**config.mk**
```make
export PLATFORM = sky130hd
export DESIGN_NAME = code_fetch_unit_flat
export DESIGN_NICKNAME = d
export VERILOG_FILES = /design/src/rtl/code_fetch_unit_if.sv /design/src/rtl/code_fetch_unit.sv /design/src/flat_wrapper.sv
export SDC_FILE = /design/constraint.sdc
export NUM_CORES = 2
export LEC_CHECK = 0
export BUFFER_PORTS_ARGS = -buffer_cell sky130_fd_sc_hd__buf_2
export CAP_MARGIN = 0
export CORE_MARGIN = 2
export CORE_UTILIZATION = 45
export DETAILED_ROUTE_END_ITERATION = 8
export PLACE_DENSITY = 0.71
export SYNTH_ARGS = -nofsm -noshare
export SYNTH_HDL_FRONTEND = slang
export SYNTH_SLANG_ARGS = --single-unit
```
**constraint.sdc**
```tcl
create_clock -name clk_clk -period 4.9 [get_ports clk_clk]
set_clock_uncertainty 0.15 [all_clocks]
set_input_delay 1.47 -clock clk_clk [delete_from_list [all_inputs] [get_ports clk_clk]]
set_output_delay 1.47 -clock clk_clk [all_outputs]
set_load 0.05 [all_outputs]
```
**src/rtl/code_fetch_unit_if.sv**
```systemverilog
// Host write port and fetch-to-decode handshake for code_fetch_unit.
// The host side uses the master modport; the fetch unit uses slave.
interface code_fetch_unit_if #(
    parameter int DATA_W = 12
);
    logic              code_storage_write_interface_is_write;
    logic [31:0]       code_storage_write_interface_write_line;
    logic [DATA_W-1:0] code_storage_write_interface_write_data;
    logic              fetch_out_ready;
    logic              fetch_out_valid;
    logic [DATA_W-1:0] fetch_out_code;
    logic [31:0]       fetch_to_decode_register_code_index_out_interface_code_index;

    modport master (
        output code_storage_write_interface_is_write,
        output code_storage_write_interface_write_line,
        output code_storage_write_interface_write_data,
        output fetch_out_ready,
        input  fetch_out_valid,
        input  fetch_out_code,
        input  fetch_to_decode_register_code_index_out_interface_code_index
    );

    modport slave (
        input  code_storage_write_interface_is_write,
        input  code_storage_write_interface_write_line,
        input  code_storage_write_interface_write_data,
        input  fetch_out_ready,
        output fetch_out_valid,
        output fetch_out_code,
        output fetch_to_decode_register_code_index_out_interface_code_index
    );
endinterface

```
**src/rtl/code_fetch_unit.sv**
```systemverilog
// Code store plus fetch stage with valid/ready output toward decode.
// Define CODE_FETCH_LOOP_EN to wrap to line 0 instead of finishing.
module code_fetch_unit #(
    parameter int DATA_W = 12,
    parameter int DEPTH  = 256,
    parameter int ADDR_W = $clog2(DEPTH)
) (
    input  logic              clk_clk,
    input  logic              reset_reset,
    code_fetch_unit_if.slave  bus,
    input  logic              code_storage_code_control_interface_active,
    input  logic              code_storage_code_control_interface_reset,
    output logic [ADDR_W:0]   program_length,
    output logic              busy,
    output logic              done,
    output logic              write_error
);

    typedef enum logic [1:0] {
        S_IDLE,
        S_RUN,
        S_DONE
    } state_e;

    state_e state_q, state_d;

    logic [DATA_W-1:0] mem [DEPTH];

    logic [DATA_W-1:0] code_q, code_d;
    logic [ADDR_W-1:0] idx_q, idx_d;
    logic [ADDR_W-1:0] raddr;
    logic [ADDR_W:0]   plen_q, plen_d;
    logic [ADDR_W:0]   wline_p1;
    logic              valid_q, valid_d;
    logic              ok_q, ok_d;
    logic              werr_q, werr_d;
    logic              active, creset;
    logic              hs, last, fin, rd_en;
    logic              wr_req, wr_ok;

    assign active = code_storage_code_control_interface_active;
    assign creset = code_storage_code_control_interface_reset;
    assign wr_req = bus.code_storage_write_interface_is_write;

    always_comb begin
        state_d  = state_q;
        idx_d    = idx_q;
        valid_d  = valid_q;
        ok_d     = ok_q;
        plen_d   = plen_q;
        code_d   = code_q;
        raddr    = idx_q;
        rd_en    = 1'b0;
        fin      = 1'b0;

        hs   = valid_q & bus.fetch_out_ready;
        last = ({1'b0, idx_q} == plen_q - (ADDR_W + 1)'(1));

        wr_ok = wr_req && (state_q != S_RUN) &&
                (bus.code_storage_write_interface_write_line < 32'(DEPTH));
        werr_d = wr_req & ~wr_ok;
        wline_p1 = {1'b0, bus.code_storage_write_interface_write_line[ADDR_W-1:0]}
                   + (ADDR_W + 1)'(1);
        if (wr_ok && (wline_p1 > plen_q))
            plen_d = wline_p1;

        unique case (state_q)
            S_IDLE: begin
                if (active && (plen_q != '0))
                    state_d = S_RUN;
            end
            S_RUN: begin
                if (hs) begin
                    idx_d = idx_q + 1'b1;
                    raddr = idx_q + 1'b1;
                    if (last) begin
`ifdef CODE_FETCH_LOOP_EN
                        idx_d = '0;
                        raddr = '0;
`else
                        fin     = 1'b1;
                        state_d = S_DONE;
`endif
                    end
                end
                // ok_q means code_q already holds line idx_q
                rd_en = active & ~fin;
                if (rd_en)
                    code_d = mem[raddr];
                if (hs)
                    valid_d = rd_en;
                else if (!valid_q)
                    valid_d = ok_q;
                if (rd_en)
                    ok_d = 1'b1;
                else if (hs)
                    ok_d = 1'b0;
            end
            S_DONE: begin
                valid_d = 1'b0;
            end
            default: begin
                state_d = S_IDLE;
            end
        endcase

        if (creset) begin
            state_d = S_IDLE;
            idx_d   = '0;
            valid_d = 1'b0;
            ok_d    = 1'b0;
        end
    end

    always_ff @(posedge clk_clk) begin
        if (reset_reset) begin
            state_q <= S_IDLE;
            idx_q   <= '0;
            valid_q <= 1'b0;
            ok_q    <= 1'b0;
            plen_q  <= '0;
            werr_q  <= 1'b0;
            code_q  <= '0;
        end else begin
            state_q <= state_d;
            idx_q   <= idx_d;
            valid_q <= valid_d;
            ok_q    <= ok_d;
            plen_q  <= plen_d;
            werr_q  <= werr_d;
            code_q  <= code_d;
        end
    end

    // Storage survives every reset; only the write strobe changes it.
    always_ff @(posedge clk_clk) begin
        if (!reset_reset && wr_ok)
            mem[bus.code_storage_write_interface_write_line[ADDR_W-1:0]]
                <= bus.code_storage_write_interface_write_data;
    end

    assign bus.fetch_out_valid = valid_q;
    assign bus.fetch_out_code  = code_q;
    assign bus.fetch_to_decode_register_code_index_out_interface_code_index =
        32'(idx_q);
    assign program_length = plen_q;
    assign busy           = (state_q == S_RUN);
    assign done           = (state_q == S_DONE);
    assign write_error    = werr_q;

endmodule

```
**src/flat_wrapper.sv**
```systemverilog
// flat-port wrapper written by rule: the top's interface ports become plain ports
module code_fetch_unit_flat 
#(
    parameter int DATA_W = 12,
    parameter int DEPTH  = 256,
    parameter int ADDR_W = $clog2(DEPTH)
)
  (clk_clk, reset_reset, code_storage_code_control_interface_active, code_storage_code_control_interface_reset, program_length, busy, done, write_error, bus_code_storage_write_interface_is_write, bus_code_storage_write_interface_write_line, bus_code_storage_write_interface_write_data, bus_fetch_out_ready, bus_fetch_out_valid, bus_fetch_out_code, bus_fetch_to_decode_register_code_index_out_interface_code_index);
  code_fetch_unit_if #(.DATA_W(DATA_W)) bus_i ();
  input  logic clk_clk;
  input  logic reset_reset;
  input  logic code_storage_code_control_interface_active;
  input  logic code_storage_code_control_interface_reset;
  output logic [ADDR_W:0] program_length;
  output logic busy;
  output logic done;
  output logic write_error;
  input wire logic [$bits(bus_i.code_storage_write_interface_is_write)-1:0] bus_code_storage_write_interface_is_write;
  input wire logic [$bits(bus_i.code_storage_write_interface_write_line)-1:0] bus_code_storage_write_interface_write_line;
  input wire logic [$bits(bus_i.code_storage_write_interface_write_data)-1:0] bus_code_storage_write_interface_write_data;
  input wire logic [$bits(bus_i.fetch_out_ready)-1:0] bus_fetch_out_ready;
  output wire logic [$bits(bus_i.fetch_out_valid)-1:0] bus_fetch_out_valid;
  output wire logic [$bits(bus_i.fetch_out_code)-1:0] bus_fetch_out_code;
  output wire logic [$bits(bus_i.fetch_to_decode_register_code_index_out_interface_code_index)-1:0] bus_fetch_to_decode_register_code_index_out_interface_code_index;
  assign bus_i.code_storage_write_interface_is_write = bus_code_storage_write_interface_is_write;
  assign bus_i.code_storage_write_interface_write_line = bus_code_storage_write_interface_write_line;
  assign bus_i.code_storage_write_interface_write_data = bus_code_storage_write_interface_write_data;
  assign bus_i.fetch_out_ready = bus_fetch_out_ready;
  assign bus_fetch_out_valid = bus_i.fetch_out_valid;
  assign bus_fetch_out_code = bus_i.fetch_out_code;
  assign bus_fetch_to_decode_register_code_index_out_interface_code_index = bus_i.fetch_to_decode_register_code_index_out_interface_code_index;
  code_fetch_unit #(.DATA_W(DATA_W), .DEPTH(DEPTH), .ADDR_W(ADDR_W)) u_core (.clk_clk(clk_clk), .reset_reset(reset_reset), .bus(bus_i), .code_storage_code_control_interface_active(code_storage_code_control_interface_active), .code_storage_code_control_interface_reset(code_storage_code_control_interface_reset), .program_length(program_length), .busy(busy), .done(done), .write_error(write_error));
endmodule
```
Word-level counts from Yosys, hierarchy flattened --
Memory sizes are Yosys's and may differ from the RTL's. A register that Yosys moved wholly into a read port is not among the register bits. Cells that the tools add are included.
Word-level totals: bits in registers 22, RAM bits 3072, bits of input ports 50, output and inout bits 57, logic and storage cells 55, memories kept 1
Cells by class: add/sub/neg operators 3, order comparisons 2, equality and inequality tests 7, mux-type cells 16, bitwise gates (word level) 6, reduce and logical (&&, ||, !) cells 14
Memories:
- u_core.mem | depth 256, width 12, read ports 1, clocked after memory_dff 1, wr ports 1, line code_fetch_unit.sv:27 | logic [DATA_W-1:0] mem [DEPTH];
Operators with widths (count):
- less-than comparator 32 x 9 -> 1 bit (second input constant) | 1
- 2-to-1 mux 8 bit | 2
- adder 8 x 1 -> 9 bit (second input constant) | 1
- == test 8 x 9 -> 1 bit | 1
- > comparator 9 bit | 1
- 2-to-1 mux 1 bit | 9
- nonzero test 9 bit | 1
- subtractor 9 x 1 -> 9 bit (second input constant) | 1
- adder 8 x 1 -> 8 bit (second input constant) | 1
- != test 2 x 1 -> 1 bit (second input constant) | 4
- 2-to-1 mux 2 bit | 3
- one-hot mux 2 bit (3 select lines) | 1
- logical AND 1 bit | 5
- AND reduction 2 bit | 2
- AND reduction 4 bit | 1
- nonzero test 2 bit | 2
- bitwise AND 1 bit | 3
- NOT 1 bit | 3
- == test 2 x 1 -> 1 bit (second input constant) | 1
- == test 2 bit (second input constant) | 1
- zero test 2 bit | 1
- one-hot mux 1 bit (2 select lines) | 1
- OR reduction 2 bit | 1
- zero test 1 bit | 1

Longest topological paths before layout --
depth after elaboration 9, gate-level depth with buffers 16

Worst setup path before layout --
OpenSTA, ideal clock, no wires.
path type input to register, start input port bus_code_storage_write_interface_write_line[0], end register u_core.plen_q[1] (netlist: u_core.program_length[1]), library setup time 143 ps, arrival 3876 ps, data required time 4607 ps, path slack 731 ps, stages 12, buffers on the path 1, cells stage by stage ha_1 > nand2_1 > nor2_1 > xnor2_1 > inv_1 > ha_1 > nand3_1 > o31ai_1 > clkbuf_1 > nor2_1 > a31oi_1 > o311ai_0
On the way: cells in the longest elaborated chain, start to end 3, elaborated cells between the ends (all ways) 5, classes of those cells 1 x add/sub; 2 x order compare; 2 x reduce/logical
RTL lines:
- from (decl) | line flat_wrapper.sv:19 | input wire logic [$bits(bus_i.code_storage_write_interface_write_line)-1:0] bus_code_storage_write_interface_w ...
- adder 8 x 1 -> 9 bit | line code_fetch_unit.sv:63 | + (ADDR_W + 1)'(1);
- net u_core.wline_p1[6] | line code_fetch_unit.sv:33 | logic [ADDR_W:0] wline_p1;
- > comparator 9 bit | line code_fetch_unit.sv:64 | if (wr_ok && (wline_p1 > plen_q))
- logical AND 1 bit | line code_fetch_unit.sv:64
- to (signal assigned) | line code_fetch_unit.sv:129 | plen_q <= plen_d;
- to (decl) | line code_fetch_unit.sv:32 | logic [ADDR_W:0] plen_q, plen_d;
The timed path passes the listed nets, and every way through them passes these cells. A chain may end at the register's enable or synchronous reset.

Worst setup path after layout --
start register u_core.idx_q[0], end register u_core.code_q[0] (netlist: u_core.bus.fetch_out_code[0]), read port of u_core.mem
On the way: cells in the longest elaborated chain, start to end 7, elaborated cells between the ends (all ways) 10, classes of those cells 1 x add/sub; 1 x eq/ne; 5 x mux; 2 x bitwise; 1 x reduce/logical
RTL lines:
- from (decl) | line code_fetch_unit.sv:30 | logic [ADDR_W-1:0] idx_q, idx_d;
- from (signal assigned) | line code_fetch_unit.sv:126 | idx_q <= idx_d;
- == test 8 x 9 -> 1 bit | line code_fetch_unit.sv:57 | last = ({1'b0, idx_q} == plen_q - (ADDR_W + 1)'(1));
- 2-to-1 mux 1 bit | line code_fetch_unit.sv:76 | if (last) begin
- 2-to-1 mux 1 bit | line code_fetch_unit.sv:73 | if (hs) begin
- 2-to-1 mux 1 bit | line code_fetch_unit.sv:67 | unique case (state_q)
- NOT 1 bit | line code_fetch_unit.sv:87 | rd_en = active & ~fin;
- bitwise AND 1 bit | line code_fetch_unit.sv:87
- AND reduction 2 bit (no line)
- to (decl) | line code_fetch_unit.sv:29 | logic [DATA_W-1:0] code_q, code_d;
Several ways; a longest one is shown, not always the timed one. The select of a mux whose other input is x is not followed.

==> flow_summary.json <==
{
  "relSlewSlack_pct": 1.55,
  "coreArea_mm2": 0.297,
  "dp_hpwl_um": 277000,
  "num_rows": 200,
  "r2r-end": "u_core.bus.fetch_out_code[0]",
  "setup.worst_path.end": "u_core.bus.fetch_out_code[0]",
  "grt_pass1_vias": 84600,
  "placed_area_mm2": 0.147,
  "cts_resized": 0,
  "die_area_mm2": 0.302,
  "synth_edf_count": 3072,
  "synth_top_area_cell": "edfxtp_1",
  "crit_path_end_kind": "register",
  "path_max_fanout": 27,
  "grt_usage_pct": 27.8,
  "syn_to_final_growth_pct": 16.9,
  "ys_seq_elements": 3106,
  "p_leak_nw": 50.6,
  "pin_count": 107,
  "fin_area_mm2": 0.157,
  "root_buffer": "clkbuf_16",
  "power.density_mw_per_mm2": 342,
  "wl_per_cell_um": 31.7,
  "setup_viol": 0,
  "portBuffers": 82,
  "timing.rr.start": "u_core.idx_q[0]",
  "synth_top_flop_cell": "edfxtp_1",
  "grt_pass1_wl_um": 607000,
  "vias_per_cell": 6.48,
  "max_freq_mhz": 218,
  "ys_async_sr_fraction_pct": 0,
  "die_x_um": 550,
  "r2r_setup_slack_ps": 310,
  "violations": "max-capacitance violations",
  "critical_path_class": "reg -> reg",
  "hold_ws_ps": 358,
  "antenna_found_initial": 22,
  "avgSynthCellArea_um2": 15.7,
  "hold_path.class": "reg -> reg",
  "drive_gt1_share_pct": 21.7,
  "synthCells": 8536,
  "cts_setup_buffers": 0,
  "period_needed_ps": 4590,
  "nNetsFinal": 9475,
  "ys_types": 100,
  "drt_iter0_drc": 14900,
  "rsz0062_at_grt": "false",
  "hold_viol": 0,
  "drt_pass1_iterations": 6,
  "cts_hold_buf": 0,
  "wl_um": 431000,
  "report.final.slew_viol_count": 0,
  "cp.required_ps": 5570,
  "tightestPinTransition_ps": 1440,
  "period_share_pct": 93.7,
  "status": "finished with violations",
  "start_util_pct": 45.2,
  "grt_overflow_total": 0,
  "yosysWarnings": 0,
  "detail-route-antenna-nets": 0,
  "maxCapViolCount": 1,
  "grt_max_degree": 112,
  "numCtsBuffers": 320,
  "cts_tree": "yes",
  "clock_latency_ps": 910,
  "htreeDepth": 5,
  "clkSinkCount": 3106,
  "ir_drop_mv": 0.328,
  "rr_worst_depth": 14,
  "yosys-top-cells-area": "edfxtp_1, mux2i_1, mux4_2",
  "crit_path_start": "u_core.idx_q[0]",
  "syn_area_mm2": 0.134,
  "synth.top_cell.area_share_pct": 68.9,
  "die_h_um": 550,
  "gp_congestion": 1.00,
  "vias": 88200,
  "clk_pin_slew_ps": 70,
  "seq_area_frac_synth_pct": 69.4,
  "clock_path_buffers": 4,
  "drc_errors": 0,
  "critPathArrivalTime_ps": 5270,
  "cp-start-kind": "register"
}
[stage by stage]
step	total power, mW	setup TNS, ps	worst slack, ps	util (%)	cells
2_1_floorplan	29.9	0	731	-	8559
3_3_place_gp	30.5	-1960	-608	49.4	13000
3_5_place_dp	30.5	-1720	-414	49.4	13000
4_1_cts	53.6	0	371	52.8	13600
5_1_grt	54.7	0	257	52.8	13600
6_report	53.6	0	308	52.8	13600
[cell usage in the layout (no fill, tap or decap), drive strengths merged, types with 183 or more instances in the layout]
cell type / Yosys / final
nand3: 201 / 201
and3: 210 / 210
mux4: 384 / 384
edfxtp: 3072 / 3072
o21ai: 183 / 183
o22ai: 266 / 266
clkbuf: 214 / 393
a211oi: 234 / 234
nand2: 860 / 860
nor2: 410 / 410
buf: 460 / 1198
mux2i: 888 / 888
[worst min path at each step]
stage / cells past startpoint / start / end / slack, ps
finish: 2 / u_core.ok_q / u_core.ok_q / 360
global placement: 2 / u_core.ok_q / u_core.ok_q / 320
floorplan: 2 / u_core.ok_q / u_core.ok_q / 310
CTS: 2 / u_core.ok_q / u_core.ok_q / 360
detailed placement: 2 / u_core.ok_q / u_core.ok_q / 350
global route: 2 / u_core.ok_q / u_core.ok_q / 410
[critical path, stage by stage, from the launching register on]
cell	delay (ps)
dfxtp_4	510
buf_4	470
and3b_4	290
nor2_4	200
buf_12	230
buf_12	250
buf_12	150
buf_12	150
a21oi_1	80
a2111oi_0	610
o32ai_1	250
and3_1	330
a41oi_1	410
o221ai_1	190
a31oi_1	210
[synth_stat cells, drive strengths merged, types with 63 or more instances]
cell and n:
a31oi 118, mux2i 888, clkbuf 214, o21ai 183
a311oi 63, nor3 138, nor2 410, o22ai 266
edfxtp 3072, a211oi 234, a22oi 67, buf 460
a21oi 146, mux4 384, a311o 63, nand2 860
nand3 201, and3 210
[kinds of logic after synthesis]
group	count (synthesis)	synth area share, %
flip-flops	3106	69.4
AND/OR/NAND/NOR	1940	6.47
AO/OA/AOI/OAI	1462	7.71
multiplexers	1275	13.1
buffers and inverters	698	2.88
XOR/XNOR	36	0.255
adder cells (fa/ha/maj)	18	0.168
other	1	0.00280
[where the power goes]
group / switching, mW / leakage (nW) / internal [mW]
logic: 0.698 / 17.9 / 0.104
registers: 0.0000649 / 27.9 / 29.2
clock network: 10.3 / 4.84 / 13.3
total: 11.0 / 50.6 / 42.6
[state kept, by name, indices dropped and copies added, names as in the netlist]
register and count:
u_core.bus.fetch_out_code 12, u_core.bus.fetch_out_valid 1, u_core.idx_q 8, u_core.mem 3072
u_core.ok_q 1, u_core.program_length 9, u_core.state_q 2, u_core.write_error 1
[cell type report]
cell class | instances | area, um2
clock inverter | 170 | 1540
fill | 23100 | 140000
inverter | 24 | 97.6
timing repair buffer | 1200 | 11100
multi-input combinational | 4755 | 37500
clock buffer | 391 | 8380
antenna | 13 | 32.5
tap | 3939 | 4930
sequential | 3106 | 92900
[layer usage]
layer / global-route usage [%] / up-vias / part of all wire (%)
li1: - / 35900 / -
met1: 36.7 / 44400 / 36
met2: 42.5 / 6705 / 45
met3: 6.37 / 1199 / 13
met4: 15.8 / 18 / 6.5
met5: 0 / - / 0.027
Power figures use the tool's default switching activity.
